### config.mk
export PLATFORM = sky130hd
export DESIGN_NAME = taxi_sfp_led_ctrl
export DESIGN_NICKNAME = d
export VERILOG_FILES = /design/src/rtl/taxi_sfp_led_pkg.sv /design/src/rtl/taxi_debounce.sv /design/src/rtl/taxi_sfp_led_ctrl.sv
export SDC_FILE = /design/constraint.sdc
export NUM_CORES = 1
export LEC_CHECK = 0
export CORE_ASPECT_RATIO = 1.75
export CORE_MARGIN = 10
export CORE_UTILIZATION = 56
export CTS_CLUSTER_SIZE = 12
export DETAILED_ROUTE_END_ITERATION = 16
export GPL_ROUTABILITY_DRIVEN = 0
export PLACE_DENSITY = 0.73
export SLEW_MARGIN = 25
export SYNTH_ARGS = -nofsm -noshare
export SYNTH_HDL_FRONTEND = slang
export SYNTH_SLANG_ARGS = --single-unit
### constraint.sdc
create_clock -name clk -period 3.85 [get_ports clk]
set_clock_uncertainty 0.2 [all_clocks]
set_input_delay 0.5775 -clock clk [delete_from_list [all_inputs] [get_ports clk]]
set_output_delay 0.5775 -clock clk [all_outputs]
set_load 0.05 [all_outputs]
### src/rtl/taxi_sfp_led_pkg.sv
// Shared types for the SFP cage LED controller.
//   sfp_port_state_t : port classification, also driven out on stat_state
//   PHASE_W          : width of the blink phase counter (fast = bit 0, slow = MSB)

package taxi_sfp_led_pkg;

  typedef enum logic [1:0] {
    ABSENT  = 2'd0,
    FAULT   = 2'd1,
    NO_LINK = 2'd2,
    LINK_UP = 2'd3
  } sfp_port_state_t;

  localparam int PHASE_W = 3;

endpackage

### src/rtl/taxi_debounce.sv
// Two-flop synchronizer followed by a stability debouncer for one raw pin.
//   clk, rst : core clock, asynchronous active-high reset
//   in       : raw asynchronous pin
//   out      : debounced level; changes only after DEBOUNCE_CYCLES consecutive
//              synchronized samples that differ from the current output
// All flops (synchronizer and output) reset to RST_VAL, the pin's inactive level.

module taxi_debounce #(
  parameter int   DEBOUNCE_CYCLES = 1250000,
  parameter logic RST_VAL         = 1'b0
) (
  input  logic clk,
  input  logic rst,
  input  logic in,
  output logic out
);

  localparam int CNT_W = (DEBOUNCE_CYCLES > 2) ? $clog2(DEBOUNCE_CYCLES) : 1;
  localparam logic [CNT_W-1:0] CNT_LAST = CNT_W'(DEBOUNCE_CYCLES - 1);

  logic             sync_0;
  logic             sync_1;
  logic [CNT_W-1:0] cnt;

  always_ff @(posedge clk or posedge rst) begin
    if (rst) begin
      sync_0 <= RST_VAL;
      sync_1 <= RST_VAL;
      out    <= RST_VAL;
      cnt    <= '0;
    end else begin
      sync_0 <= in;
      sync_1 <= sync_0;
      if (sync_1 == out) begin
        cnt <= '0;
      end else if (cnt == CNT_LAST) begin
        out <= sync_1;
        cnt <= '0;
      end else begin
        cnt <= cnt + CNT_W'(1);
      end
    end
  end

endmodule

### src/rtl/taxi_sfp_led_ctrl.sv
// Per-cage SFP+ status monitor and LED driver.
//   clk, rst      : 125 MHz core clock, asynchronous active-high reset
//   sfp_npres     : raw module-present pin (active low)
//   sfp_tx_fault  : raw TX fault pin
//   sfp_los       : raw loss-of-signal pin
//   link_up       : PCS link status (clk domain)
//   act           : single-cycle frame activity pulse (clk domain)
//   sfp_led       : LED drive, active high
//   stat_present, stat_fault, stat_los : debounced pin status
//   stat_state    : port classification (sfp_port_state_t)
//
// state   | meaning
// ABSENT  | no module in the cage, LED off
// FAULT   | module reports TX fault, LED fast blink
// NO_LINK | module present, LOS or PCS down, LED slow blink
// LINK_UP | link good, LED on, dark/bright activity blink on traffic

module taxi_sfp_led_ctrl
  import taxi_sfp_led_pkg::*;
#(
  parameter int DEBOUNCE_CYCLES = 1250000,
  parameter int BLINK_CYCLES    = 6250000,
  parameter int ACT_CYCLES      = 2500000
) (
  input  logic       clk,
  input  logic       rst,
  input  logic       sfp_npres,
  input  logic       sfp_tx_fault,
  input  logic       sfp_los,
  input  logic       link_up,
  input  logic       act,
  output logic       sfp_led,
  output logic       stat_present,
  output logic       stat_fault,
  output logic       stat_los,
  output logic [1:0] stat_state
);

  localparam int BLINK_W = (BLINK_CYCLES > 2) ? $clog2(BLINK_CYCLES) : 1;
  localparam int ACT_W   = $clog2(2 * ACT_CYCLES);
  localparam logic [BLINK_W-1:0] BLINK_LAST = BLINK_W'(BLINK_CYCLES - 1);
  localparam logic [ACT_W-1:0]   ACT_HALF   = ACT_W'(ACT_CYCLES);
  localparam logic [ACT_W-1:0]   ACT_LAST   = ACT_W'(2 * ACT_CYCLES - 1);

  logic npres_db;
  logic fault_db;
  logic los_db;

  taxi_debounce #(.DEBOUNCE_CYCLES(DEBOUNCE_CYCLES), .RST_VAL(1'b1)) u_db_npres (
    .clk(clk), .rst(rst), .in(sfp_npres), .out(npres_db)
  );

  taxi_debounce #(.DEBOUNCE_CYCLES(DEBOUNCE_CYCLES), .RST_VAL(1'b0)) u_db_fault (
    .clk(clk), .rst(rst), .in(sfp_tx_fault), .out(fault_db)
  );

  taxi_debounce #(.DEBOUNCE_CYCLES(DEBOUNCE_CYCLES), .RST_VAL(1'b1)) u_db_los (
    .clk(clk), .rst(rst), .in(sfp_los), .out(los_db)
  );

  // Free-running blink timebase; deliberately not restarted on state change.
  logic [BLINK_W-1:0] presc;
  logic [PHASE_W-1:0] phase;
  logic               blink_tick;

  assign blink_tick = (presc == BLINK_LAST);

  always_ff @(posedge clk or posedge rst) begin
    if (rst) begin
      presc <= '0;
      phase <= '0;
    end else begin
      presc <= blink_tick ? '0 : presc + BLINK_W'(1);
      if (blink_tick) begin
        phase <= phase + PHASE_W'(1);
      end
    end
  end

  sfp_port_state_t state;
  sfp_port_state_t state_next;
  logic            led_next;
  logic            act_busy;
  logic [ACT_W-1:0] act_cnt;

  always_ff @(posedge clk or posedge rst) begin
    if (rst) begin
      state   <= ABSENT;
      sfp_led <= 1'b0;
    end else begin
      state   <= state_next;
      sfp_led <= led_next;
    end
  end

  always_comb begin
    state_next = LINK_UP;
    led_next   = 1'b0;

    if (npres_db) begin
      state_next = ABSENT;
    end else if (fault_db) begin
      state_next = FAULT;
    end else if (los_db || !link_up) begin
      state_next = NO_LINK;
    end

    case (state)
      FAULT:   led_next = phase[0];
      NO_LINK: led_next = phase[PHASE_W-1];
      LINK_UP: led_next = !(act_busy && (act_cnt < ACT_HALF));
      default: led_next = 1'b0;
    endcase
  end

  // Activity window: dark for the first ACT_CYCLES counts, lit for the second
  // half, then idle. Decisions use the current state so a coincident state
  // change and act pulse resolve against the pre-update state.
  always_ff @(posedge clk or posedge rst) begin
    if (rst) begin
      act_busy <= 1'b0;
      act_cnt  <= '0;
    end else if (state != LINK_UP) begin
      act_busy <= 1'b0;
      act_cnt  <= '0;
    end else if (act_busy) begin
      if (act_cnt == ACT_LAST) begin
        act_busy <= 1'b0;
        act_cnt  <= '0;
      end else begin
        act_cnt <= act_cnt + ACT_W'(1);
      end
    end else if (act) begin
      act_busy <= 1'b1;
    end
  end

  assign stat_present = ~npres_db;
  assign stat_fault   = fault_db;
  assign stat_los     = los_db;
  assign stat_state   = state;

endmodule

After elaboration in Yosys (flattened, before gate mapping)
Index checks and enable logic that the tools add are counted.
{"block": "word_totals", "out_inout_bits": 6, "register_bits": 125}
{"block": "op_classes", "n_addsub": 6, "n_eq_ne": 12, "n_reduce_logical": 8, "muxes": 18, "bitwise": 4, "magnitude_cmp": 1}
{"op": "2-to-1 mux 21 bit", "n": 6}
{"op": "2-to-1 mux 23 bit", "n": 4}
{"op": "adder 21 x 1 -> 21 bit, second input constant", "n": 3}
{"op": "== test 21 bit, second input constant", "n": 3}
{"op": "adder 23 x 1 -> 23 bit, second input constant", "n": 2}
{"op": "== test 23 bit, second input constant", "n": 2}
{"op": "< comparator 23 x 22 -> 1 bit, second input constant", "n": 1}
{"op": "AND reduction 2 bit", "n": 3}
{"op": "2-to-1 mux 1 bit", "n": 5}
{"op": "== test 2 bit, second input constant", "n": 2}
{"op": "2-to-1 mux 2 bit", "n": 2}
{"op": "inverter 1 bit", "n": 4}
{"op": "adder 3 x 1 -> 3 bit, second input constant", "n": 1}
{"op": "== test 1 bit", "n": 3}
{"op": "one-hot mux 1 bit (3 select lines)", "n": 1}
{"op": "== test 2 x 1 -> 1 bit, second input constant", "n": 1}
{"op": "logical NOT 1 bit", "n": 2}
{"op": "inequality test 2 bit, second input constant", "n": 1}
{"op": "nonzero test 2 bit", "n": 1}
{"op": "logical AND 1 bit", "n": 1}
{"op": "logical OR 1 bit", "n": 1}

Longest topological paths before layout
Gate-level depths: netlist of run 1.
{"block": "depth", "word_depth": 5, "mapped_depth": 8, "mapped_depth_nobuf": 6}

By module
From an unflattened synthesis of run 1, not the netlist that was laid out.
{"block": "unflattened", "cells_unflattened": 630, "area_unflattened_um2": 6206.0}
{"module": "taxi_sfp_led_ctrl", "area_each_um2": 2726.4, "cells_each": 282, "seq_area_each_um2": 1326.3, "n_inst": 1}
{"module": "taxi_debounce at u_db_los ...", "area_each_um2": 1161.1, "cells_each": 116, "seq_area_each_um2": 604.3, "n_inst": 2}
{"module": "taxi_debounce at u_db_fault", "area_each_um2": 1157.4, "cells_each": 116, "seq_area_each_um2": 600.6, "n_inst": 1}

Worst setup path before layout of run 1
OpenSTA, ideal clock, no wires.
{"block": "synth_timing", "path_type": "register -> register", "from": "register state[1] (netlist: stat_state[1])", "to": "register act_cnt[9]", "required_time_ps": 3531, "path_stages_with_launch": 6, "n_path_buf": 0, "slack_ps": 1870, "setup_time_ps": 119, "arrival_ps": 1662, "path_cell_list": "dfrtp_1 and3b_1 nor4_4 and3_1 xnor2_1 nor2_1"}
{"block": "synth_between", "elab_chain_cells": 2, "elab_cells_between_ends": 3, "classes_between": "eq/ne (1); mux (1); reduce/logical (1)"}
{"element": "from (decl)", "line": "taxi_sfp_led_ctrl.sv:80", "text": "sfp_port_state_t state;"}
{"element": "from (signal assigned)", "line": "taxi_sfp_led_ctrl.sv:91", "text": "state <= state_next;"}
{"element": "inequality test 2 bit (*)", "line": "taxi_sfp_led_ctrl.sv:123", "text": "end else if (state != LINK_UP) begin"}
{"element": "2-to-1 mux 23 bit / nonzero test 2 bit (equally long branches)"}
{"element": "to (signal assigned)", "line": "taxi_sfp_led_ctrl.sv:131", "text": "act_cnt <= act_cnt + ACT_W'(1);"}
{"element": "to (decl)", "line": "taxi_sfp_led_ctrl.sv:84", "text": "logic [ACT_W-1:0] act_cnt;"}
Mark *: on every way between the ends. The rest lies on a longest branch, timed or not.
A chain may end at the register's enable or synchronous reset.

Worst setup path after layout of run 1
{"block": "layout_timing", "from": "register u_db_los.out", "to": "output stat_los"}
{"element": "from (decl)", "line": "taxi_debounce.sv:15", "text": "output logic out"}
{"element": "from (signal assigned)", "line": "taxi_debounce.sv:37", "text": "out <= sync_1;"}
{"element": "to (decl)", "line": "taxi_sfp_led_ctrl.sv:35", "text": "output logic stat_los,"}
No word-level cell between the ends.

==> results.md, run 1 <==
Outcome:
- The flow ran to the end, and the final reports show no timing, DRC or antenna violations.

Yosys:
- Of all cell types, the one taking the most synthesized area is sky130_fd_sc_hd__dfrtp_1.
- Sorting the synthesized cells by how often they occur yields sky130_fd_sc_hd__nor2_1 (122), sky130_fd_sc_hd__dfrtp_1 (119), sky130_fd_sc_hd__xor2_1 (58), sky130_fd_sc_hd__nand3_1 (52), sky130_fd_sc_hd__xnor2_1 (43).
- The count of flip-flops with a built-in enable after synthesis is 0.
- Yosys attributes the largest share of cell area to sky130_fd_sc_hd__dfrtp_1 (49%), sky130_fd_sc_hd__xor2_1 (8.4%), sky130_fd_sc_hd__nor2_1 (7.5%).
- The synthesized area per cell is 10.1 µm².
- During synthesis, Yosys emitted a total of 0 warnings.
- The most repeated cell in the gate-level netlist after synthesis is sky130_fd_sc_hd__nor2_1.
- The sequential area share after synthesis is 51.7%.
- In this run, synthesis produced a sequential element count of 125.
- The cell area that synthesis handed to floorplanning was 0.00607 mm².
- The most instantiated flip-flop cell in the synthesis netlist is sky130_fd_sc_hd__dfrtp_1.
- The number of distinct standard cells referenced by the synthesized netlist is 47.
- For this run, asynchronously set or reset flops after synthesis account for 100%.
- In the synthesized netlist, the number of instances is 603.
- The number of nets produced by synthesis is 616.
- Of the post-synthesis cell area, the dominant cell type holds 49.1%.

Hold path:
- The count of cells along the worst hold path is 0.
- The worst min-delay path class is register to register.

Pwr:
- The analysis attributes to cell leakage a power of 2.99 nW.
- The cell area power density is 429 mW/mm².
- The total power is 2.98 mW.
- The largest voltage drop on the vdd net is 375 µV.

Routing:
- Summed over all nets, wire length on met2 after detailed routing comes to 6320 µm.
- The remaining number of nets flagged by the antenna check after routing is 0.
- Across all layers, the routed design uses 4,362 vias.
- For this block, the routed nets add up to 11,700 µm of wire.
- The detailed-router iteration count before antenna repair is 4.
- The uppermost metal layer occupied by signal nets is met4.
- The wire length per cell after detailed routing is 15.2 µm.
- The routed metal-1 wire length is 4690 µm.
- In the detailed route, the total length drawn on met3 is 403 µm.
- In this run, the number of DRC markers left after iteration 0 of detailed routing was 161.
- Using the TritonRoute via totals, the vias-per-cell ratio works out to 5.68.
- In the routed design, unresolved DRC markers number 0.

Final layout:
- The area growth from synthesis to layout is 14.4%.
- The total inserted antenna cells is 0.
- After filler insertion, the fill cell instance count of the layout stands at 853.
- The post-layout net count is 638.
- For this run, the share of the core covered by cells in the final layout is 65.3%.
- The proportion of layout cells with a drive suffix above 1 is 9.25%.

GRT:
- The first global-routing pass estimated 20,700 µm of wire.
- The pin count of the biggest net entering global routing is 47.
- The via count of the first global-routing pass is 4,575.
- The initial antenna violation count was 0.
- The total routing usage reported by global routing is 16.0%.
- The total congestion overflow is 0.

Clock network:
- The number of clock buffers inserted by TritonCTS is 17.
- The tree built by TritonCTS fans out to 125 sinks.
- The TritonCTS clock tree is yes.
- The H-tree was split into 4 levels.
- Clock-pin slew was measured on the worst setup and hold paths at 50 ps.
- Post-CTS repair changed the size of 0 cells.
- The clock passes through at most 2 buffers.
- For this design, the CTS-stage hold fixing added 0 buffers.
- The clock root buffer is sky130_fd_sc_hd__clkbuf_16.
- The source-to-sink clock delay at the later pin of the worst-skew pair is 410 ps.
- The number of buffers inserted by post-CTS setup repair is 0.

Timing:
- Headroom to the max-slew limit came out at 42.1%.
- The worst-margin pin slew is 861 ps.
- After layout, the minimum clock period comes to 2550 ps.
- The setup-violating endpoint count in the final report is 0.
- The final count of pins violating max slew is 0.
- The post-route setup TNS is 0 ps.
- Setup repair after global routing left no endpoint under its margin.
- Based on the critical path, the design can be clocked at up to 392 MHz.
- The post-route fraction of the period consumed by the critical path is 66.3%.
- The final count of hold timing violations is 0.

Setup path:
- Walking the worst path, the cells encountered are clkdlybuf4s50_1.
- For the worst flop-to-flop path, the logic depth is 6.
- The endpoint type of the worst setup path is an output port.
- The category of cells accounting for the largest share of critical-path delay is buffers and inverters.
- The highest fanout seen on the critical path is 4.
- On the worst path, the slowest cell contributes a delay of 810 ps.
- Among all stages on the critical path, the largest delay is contributed by sky130_fd_sc_hd__clkdlybuf4s50_1.
- The data required time at the worst endpoint is 3070 ps.
- The critical path arrival is 1770 ps.
- Together, buffers and inverters on the worst path number 1.
- The sort of element at the start of the critical path is a register.
- The class of the most critical setup path is register to output port.
- The logic depth of the worst path, buffers included is 1.

Floorplanning:
- The die is 158 µm tall.
- The starting density of the core is 57.1%.
- In this run the core area contains 50 standard-cell rows.
- The die footprint is 0.0156 mm².
- The die span in x is 98.7 µm.
- During I/O placement, the number of pins put on the boundary was 13.
- After floorplanning, the core was sized to cover 0.0106 mm².

Placement:
- Detailed placement finished with a half-perimeter wire length of 8040 µm.
- The count of buffers added on input and output ports is 12.

Run:
- The max-capacitance violation count is 0.
## layout make-up
type	instances	area [µm²]	share of cell area (%)
clock buffers	26	529	7.62
clock inverters	6	55.1	0.793
inverters	15	60.1	0.865
multi-input cells	449	2800	40.4
flip-flops and latches	125	3140	45.2
well taps	130	163	2.34
repair buffers	17	195	2.81
## state kept, by name, summed over array words and instances (netlist names)
register           cells
act_busy               1
act_cnt               23
phase                  3
presc                 23
sfp_led                1
stat_state             2
u_db_fault.cnt        21
u_db_fault.out         1
u_db_fault.sync_0      1
u_db_fault.sync_1      1
u_db_los.cnt          21
u_db_los.out           1
u_db_los.sync_0        1
u_db_los.sync_1        1
u_db_npres.cnt        21
u_db_npres.out         1
u_db_npres.sync_0      1
u_db_npres.sync_1      1
## worst paths after layout
path	start	end	slack, ps
max	u_db_los.out	stat_los	1300
min	u_db_fault.sync_0	u_db_fault.sync_1	150
max reg2reg	u_db_npres.cnt[0]	u_db_npres.cnt[16]	1300
min reg2reg	u_db_fault.sync_0	u_db_fault.sync_1	150
max in group asynchronous	rst	u_db_los.sync_0	2390
min in group asynchronous	rst	act_cnt[3]	270
## cell usage in the layout, fill, tap and decap left out, drive strengths merged, types with 13 or more instances in the layout
cell type and instances:
clkbuf 26, nand3 53, xor2 58, nor4 16, dfrtp 119, inv 14
xnor2 43, nand4 26, nor2 122, nand2 38, and3 13
## routing by layer
layer	vias up	GRT usage, %
met2	64	27.9
met4	0	7.68
met5	-	0
met3	30	4.71
li1	2120	-
met1	2148	17.4
## metrics by stage
step	instances	area, µm²	hold WS [ps]	setup slack, ps
after global placement	735	6340	133	1380
after floorplan	603	6070	131	1540
after global routing	768	6940	160	1060
final	768	6940	152	1300
after CTS	767	6920	155	1270
after detailed placement	735	6340	146	1280
## report_power, final
| group | switching (mW) | total (mW) | internal (mW) |
|---|---|---|---|
| registers | 0.0142 | 1.35 | 1.33 |
| logic | 0.0582 | 0.0854 | 0.0272 |
| clock network | 0.543 | 1.55 | 1.00 |
| total | 0.615 | 2.98 | 2.36 |
## logic make-up (layout without fill, tap and decap cells)
| logic type | Yosys count | count (layout) | synth area share, % |
|---|---|---|---|
| AND/OR/NAND/NOR | 323 | 323 | 28.2 |
| flip-flops | 125 | 125 | 51.7 |
| XOR/XNOR | 101 | 101 | 14.6 |
| buffers and inverters | 29 | 64 | 2.14 |
| AO/OA/AOI/OAI | 16 | 16 | 1.67 |
| adder cells (fa/ha/maj) | 6 | 6 | 1.24 |
| multiplexers | 3 | 3 | 0.557 |
(Power assumes the default switching activity.)
==> inputs of run 2 (changes only) <==
--- a/config.mk
+++ b/config.mk
@@ -7,11 +7,11 @@
 export LEC_CHECK = 0
 export CORE_ASPECT_RATIO = 1.75
 export CORE_MARGIN = 10
-export CORE_UTILIZATION = 56
+export CORE_UTILIZATION = 62
 export CTS_CLUSTER_SIZE = 12
 export DETAILED_ROUTE_END_ITERATION = 16
 export GPL_ROUTABILITY_DRIVEN = 0
-export PLACE_DENSITY = 0.73
+export PLACE_DENSITY = 0.77
 export SLEW_MARGIN = 25
 export SYNTH_ARGS = -nofsm -noshare
 export SYNTH_HDL_FRONTEND = slang
==> constraint.sdc (replaced) <==
create_clock -name clk -period 2.6 [get_ports clk]
set_clock_uncertainty 0.2 [all_clocks]
set_input_delay 0.39 -clock clk [delete_from_list [all_inputs] [get_ports clk]]
set_output_delay 0.39 -clock clk [all_outputs]
set_load 0.05 [all_outputs]
==> run 2 against run 1 <==
- first-iteration DRC count rose by 88%
- combinational power rose by 51%
- sequential share of layout area fell by 0.35 points
- sequential power rose by 47%
- clock-buffer cell count fell by 5
- clock power rose by 56%
- die area fell by 8.1%
- cell area rose by 0.78%
- largest power group unchanged
- highest routed layer unchanged
==> results.md, run 2 (synthesis gave the netlist of run 1 again) <==
Final layout:
- In the final layout, flip-flops and latches occupy 0.00314 mm².
- The number of filler instances in the final layout is 691.
- At the end of the flow, the number of nets in the layout was 643.
- 0 antenna diodes ended up in the layout.
- The post-route netlist has 10.1% of its cells at a drive strength greater than 1.
- Summing all multi-input logic gate instances after layout gives 0.00280 mm².
- Leaving out fill and tap cells, the most frequent cell in the layout is sky130_fd_sc_hd__nor2_1.
- The largest registers in the layout are act_cnt (23), presc (23).
- In the layout the commonest cells are sky130_fd_sc_hd__nor2_1 (122), sky130_fd_sc_hd__dfrtp_1 (119), sky130_fd_sc_hd__xor2_1 (58), sky130_fd_sc_hd__nand3_1 (52), sky130_fd_sc_hd__xnor2_1 (43).
- The area growth from synthesis to layout is 15.3%.

Setup path:
- The startpoint of the worst setup timing path is u_db_los.out.
- The worst setup path is captured at an output port.
- At the worst endpoint, the required time is 2010 ps.
- The slowest stage cell on the critical path is sky130_fd_sc_hd__clkdlybuf4s50_1.
- STA classifies the critical path startpoint as a register.
- Walking the worst path, the cells encountered are clkdlybuf4s50_1.
- For the worst setup path, the data arrival time is 1790 ps.
- The startpoint of the worst register-to-register path is u_db_npres.cnt[0].
- The class of the most critical setup path is register to output port.
- The count of buffer and inverter cells on the critical path is 1.
- The biggest cell delay along the critical path is 810 ps.
- The category of cells accounting for the largest share of critical-path delay is buffers and inverters.
- The highest fanout seen on the critical path is 4.

Floorplanning:
- The number of rows in the core area is 47.
- The die is 151 µm tall.
- The die footprint is 0.0143 mm².
- The starting density of the core is 63.7%.
- The top-level port count is 13.
- From left edge to right edge, the die measures 94.8 µm.
- The core area is 0.00953 mm².

Pwr:
- Of the total power, the share spent switching nets is 21.0%.
- The combinational share of power is 2.8%.
- The internal power of the cells totals 3.59 mW.
- Power comes to 4.54 mW.
- IR analysis of the VDD net gives a maximum drop of 653 µV.
- The power share of the sequential group is 43.9%.
- Summed over all nets, the switching power comes to 0.952 mW.
- The static power due to leakage is 3.01 nW.
- The relative contribution of the clock network to total power is 53.3%.
- The cell area power density is 649 mW/mm².

Timing:
- The final count of hold timing violations is 0.
- Setup violations remaining at the end of the flow were counted as 0.
- The fmax is 421 MHz.
- The clock period could shrink to 2380 ps.
- The post-route setup TNS is 0 ps.
- The final critical path takes up 91.4% of the cycle.
- For the pin with the worst max-slew slack, the measured transition is 634 ps.
- The worst pin sits at a relative slew slack of 57.6%.
- The final count of pins violating max slew is 0.
- Setup repair after global routing left no endpoint under its margin.

GRT:
- The first global-routing pass estimated 21,200 µm of wire.
- Entering global routing, the biggest net connects 45 pins.
- The initial antenna violation count came to 0.
- The via count of the first global-routing pass is 4,697.
- The total overflow left after global routing is 0.
- In the global route stage, overall resource usage came out at 18.5%.

Clock network:
- The H-tree depth reported by CTS is 4.
- TritonCTS created 17 clock buffers.
- The TritonCTS clock tree is yes.
- The tree is rooted in a sky130_fd_sc_hd__clkbuf_16.
- The clock passes through at most 2 buffers.
- CTS saw 125 sinks.
- After clock tree synthesis, the clock-pin slew on the worst setup and hold paths is 60 ps.
- In this run, post-CTS hold repair placed 0 buffers.
- After clock tree synthesis, the repair step resized 0 gates.
- The source-to-sink clock delay at the later pin of the worst-skew pair is 420 ps.
- The number of buffers inserted by post-CTS setup repair is 0.

Hold path:
- The worst min-delay path class is register to register.
- The worst hold path startpoint is u_db_npres.sync_0.

Routing:
- The count of routing violations after the opening detailed-route iteration is 303.
- The detailed-route via count is 4,451.
- The remaining routing DRC violations is 0.
- Wires add up to 12,200 µm.
- The remaining number of nets flagged by the antenna check after routing is 0.
- The routed via count divided by cell count is 5.82.
- The detailed-router iteration count before antenna repair is 4.
- In the final routed layout, each cell accounts on average for 15.9 µm.

Outcome:
- The run finished with clean final reports.

Run:
- The max-capacitance violation count is 0.

Placement:
- Input and output buffers added on the ports amount to 12.
- The half-perimeter wire length after detailed placement is 8150 µm.
## run 2: changes by cell type in the layout (fill, tap and decap cells not counted), sizes merged
cell / change
clkinv: -1
buf: +5
clkinvlp: +4
clkbuf: -5
bufinv: +2
## run 2: metal layers
metal | routed length [µm] | global-route usage, % | vias to the layer above
met4 | 195 | 7.59 | 0
met3 | 433 | 5.65 | 18
li1 | - | - | 2127
met5 | 0 | 0 | -
met2 | 6710 | 33.2 | 66
met1 | 4830 | 19.3 | 2240
## run 2: area by class of cell
cell class,count,area share [%]
Multi-Input combinational cell,449,40.1
Clock inverter,11,2.00
Tap cell,122,2.18
Clock buffer,21,6.73
Sequential cell,125,44.8
Timing Repair Buffer,22,3.33
Inverter,15,0.859
## run 2: worst paths after layout
path | endpoint | slack, ps | cells after the start
setup / recovery | stat_los | 220 | 1
hold / removal | u_db_npres.sync_1 | 160 | 0
setup reg to reg | u_db_npres.cnt[19] | 310 | 7
hold reg to reg | u_db_npres.sync_1 | 160 | 0
max in group asynchronous | u_db_npres.cnt[18] | 1370 | 3
min in group asynchronous | act_cnt[3] | 210 | 2
## run 2: power by group through the flow
stage               registers (mW)  logic (mW)  clock network (mW)
finish                        1.99       0.129                2.42
global route                  1.99       0.148                2.53
CTS                           1.99       0.134                2.44
detailed placement            2.02       0.132                   0
global placement              2.02       0.128                   0
floorplan                     2.03      0.0820                   0
## run 2: through the flow
step | std cells | cell area [µm²] | setup WS [ps] | hold slack, ps | util (%)
6_report | 765 | 7000 | 223 | 155 | 73.4
3_3_place_gp | 733 | 6380 | 385 | 134 | 67.0
5_1_grt | 765 | 7000 | 159 | 162 | 73.4
3_5_place_dp | 733 | 6380 | 297 | 138 | 67.0
4_1_cts | 765 | 7000 | 199 | 156 | 73.4
2_1_floorplan | 603 | 6070 | 476 | 131 | -
==> inputs of run 3 (changes only) <==
--- a/config.mk
+++ b/config.mk
@@ -6,9 +6,9 @@
 export NUM_CORES = 1
 export LEC_CHECK = 0
 export CORE_ASPECT_RATIO = 1.75
-export CORE_MARGIN = 10
+export CORE_MARGIN = 2
 export CORE_UTILIZATION = 62
-export CTS_CLUSTER_SIZE = 12
+export CTS_CLUSTER_SIZE = 24
 export DETAILED_ROUTE_END_ITERATION = 16
 export GPL_ROUTABILITY_DRIVEN = 0
 export PLACE_DENSITY = 0.77
==> run 3 against run 2 <==
- sequential power hardly changed
- die area fell by 26%
- via count fell by 0.97%
- critical path depth rose by 6
==> results.md, run 3 (synthesis gave the netlist of run 1 again) <==
Clock network:
- Gates resized during post-CTS repair numbered 0.
- After clock tree synthesis, the clock-pin slew on the worst setup and hold paths is 60 ps.
- Counting the buffers created by CTS gives 17.
- The number of buffers on the longest clock path is 2.
- The TritonCTS clock tree is yes.
- For the worst-skew pair, the clock arrives at the later sink with an insertion delay of 410 ps.
- The clock root buffer is sky130_fd_sc_hd__clkbuf_16.
- The H-tree depth reported by CTS is 4.
- The total of hold buffers inserted after clock tree synthesis is 0.
- Counting every sink on the clock net gives 125.
- The number of buffers inserted by post-CTS setup repair is 0.

Setup path:
- The worst setup path is launched from a register.
- The destination of the worst register-to-register timing path is u_db_npres.cnt[10].
- In this run the worst setup path terminates at u_db_npres.cnt[10].
- In this design, the stage delay of the slowest critical-path cell is 630 ps.
- The most critical setup path has its startpoint at u_db_npres.cnt[0].
- The endpoint type of the worst setup path is a register.
- Traced cell by cell, the critical path runs through ha_1 > and3_1 > nand3_1 > nor4b_1 > nand2b_1 > buf_4 > nor2_1.
- The class of the most critical setup path is register to register.
- In this run the worst path has a maximum fanout of 12.
- The worst register-to-register path has a setup slack of 190 ps.
- The startpoint of the worst register-to-register path is u_db_npres.cnt[0].
- The number of cells on the worst reg-to-reg path is 7.
- At the worst endpoint, the arrival time is 2510 ps.
- The slowest stage of the critical path belongs to the cell sky130_fd_sc_hd__nor4b_1.
- STA puts the critical path data required time at 2700 ps.

Final layout:
- The largest registers in the layout are act_cnt (23), presc (23).
- The total inserted antenna cells is 0.
- The library cell used most frequently in the layout, excluding fill and tap cells, is sky130_fd_sc_hd__nor2_1.
- The post-layout net count is 642.
- The proportion of layout cells with a drive suffix above 1 is 10.1%.
- The area growth from synthesis to layout is 15.7%.
- The top cell types in the final layout, fill and taps aside, are sky130_fd_sc_hd__nor2_1 (122), sky130_fd_sc_hd__dfrtp_1 (119), sky130_fd_sc_hd__xor2_1 (58), sky130_fd_sc_hd__nand3_1 (52), sky130_fd_sc_hd__xnor2_1 (43).
- The number of filler instances in the final layout is 634.
- Cells fill 74.2% of the core in the end.

Placement:
- The half-perimeter wire length after detailed placement is 7900 µm.
- In this run the tool buffered the top-level ports with 12 buffer cells.

Floorplanning:
- Measured along the y axis, the die boundary spans 135 µm.
- In this run the core area contains 47 standard-cell rows.
- From left edge to right edge, the die measures 78.8 µm.
- The core area is 0.00947 mm².
- The starting density of the core is 64.1%.
- 13 I/O pins were placed.
- The die covers 0.0106 mm².

GRT:
- The first global-routing pass estimated 21,400 µm of wire.
- The via count of the first global-routing pass is 4,672.
- The initial antenna violation count is 0.
- The total congestion overflow is 0.
- The pin count of the biggest net entering global routing is 126.
- The total routing usage reported by global routing is 26.0%.

Pwr:
- The switching power total is 0.963 mW.
- The largest voltage drop on the vdd net is 560 µV.
- Of the total power, the clock network draws 55.7%.
- Of the total power, combinational logic draws 2.5%.
- The cell area power density is 678 mW/mm².
- The switching power share of the total is 20.2%.
- The power share of the sequential group is 41.8%.
- In this run the static leakage power is 3.02 nW.
- The total internal power is 3.80 mW.

Hold path:
- In this run the worst hold path is classified as register to register.

Timing:
- The smallest clock period supported by the final layout is computed as 2410 ps.
- The post-route fraction of the period consumed by the critical path is 92.9%.
- In the final timing run, aggregate negative setup slack is 0 ps.
- The tightest hold path in the finished design has a slack of 155 ps.
- The final count of hold timing violations is 0.
- The final count of pins violating max slew is 0.
- The worst-margin pin slew is 684 ps.
- Setup violations remaining at the end of the flow were counted as 0.
- Setup repair after global routing left no endpoint under its margin.
- The fmax is 414 MHz.
- Headroom to the max-slew limit came out at 53.8%.

Routing:
- The detailed-route via count is 4,408.
- For this run, design rule violations remaining after detail routing come to 0.
- In this run, the number of DRC markers left after iteration 0 of detailed routing was 300.
- The detailed-router iteration count before antenna repair is 4.
- The total wirelength of the detailed-routed design is 12,200 µm.
- Once detail routing completed, the nets flagged for antenna violations numbered 0.
- The routed via count divided by cell count is 5.77.
- The wire length per cell after detailed routing is 16.0 µm.

Outcome:
- The run finished with clean final reports.

Run:
- Max-cap violations in this run came to 0.
[run 3: area by class of cell]
type	count	area [µm²]	area share, %
Clock buffer	17	425	6.06
Clock inverter	15	245	3.49
Inverter	15	60.1	0.855
Multi-Input combinational cell	449	2800	39.9
Sequential cell	125	3140	44.6
Tap cell	122	153	2.17
Timing Repair Buffer	21	200	2.85
[run 3: worst min-delay path by stage]
stage                 startpoint           endpoint  cells after the start
2_1_floorplan  u_db_fault.sync_0  u_db_fault.sync_1                      0
3_3_place_gp   u_db_fault.sync_0  u_db_fault.sync_1                      0
3_5_place_dp   u_db_fault.sync_0  u_db_fault.sync_1                      0
4_1_cts        u_db_npres.sync_0  u_db_npres.sync_1                      0
5_1_grt        u_db_fault.sync_0  u_db_fault.sync_1                      0
6_report       u_db_fault.sync_0  u_db_fault.sync_1                      0
[run 3: worst max-delay path: cells and delay by family (launching register included)]
| family | cells | cell delay (ps) |
|---|---|---|
| fa+ha+maj | 1 | 210 |
| simple gates | 5 | 1310 |
| flops | 1 | 400 |
| buf+inv | 1 | 190 |
[run 3: power by group through the flow]
stage	Clock (mW)	Combinational (mW)	Sequential, mW
final	2.65	0.121	1.99
after CTS	2.70	0.125	1.99
after floorplan	0	0.0820	2.03
after global placement	0	0.120	2.02
after detailed placement	0	0.124	2.02
after global routing	2.79	0.140	1.99
[run 3: stage by stage]
stage                     power [mW]  instance area (µm²)  std cells  worst slack, ps
after floorplan                 2.11                 6070        603              476
after global routing            4.92                 7020        764             36.1
after detailed placement        2.15                 6350        732              251
after CTS                       4.81                 7020        764              185
after global placement          2.14                 6350        732              375
final                           4.76                 7020        764              186
[run 3: layer usage]
metal	vias to the layer above	share of wire (%)	GRT usage, %
li1	2121	-	-
met1	2190	39	28.7
met2	79	56	47.6
met3	18	2.5	5.21
met4	0	2.0	11.4
met5	-	0	0
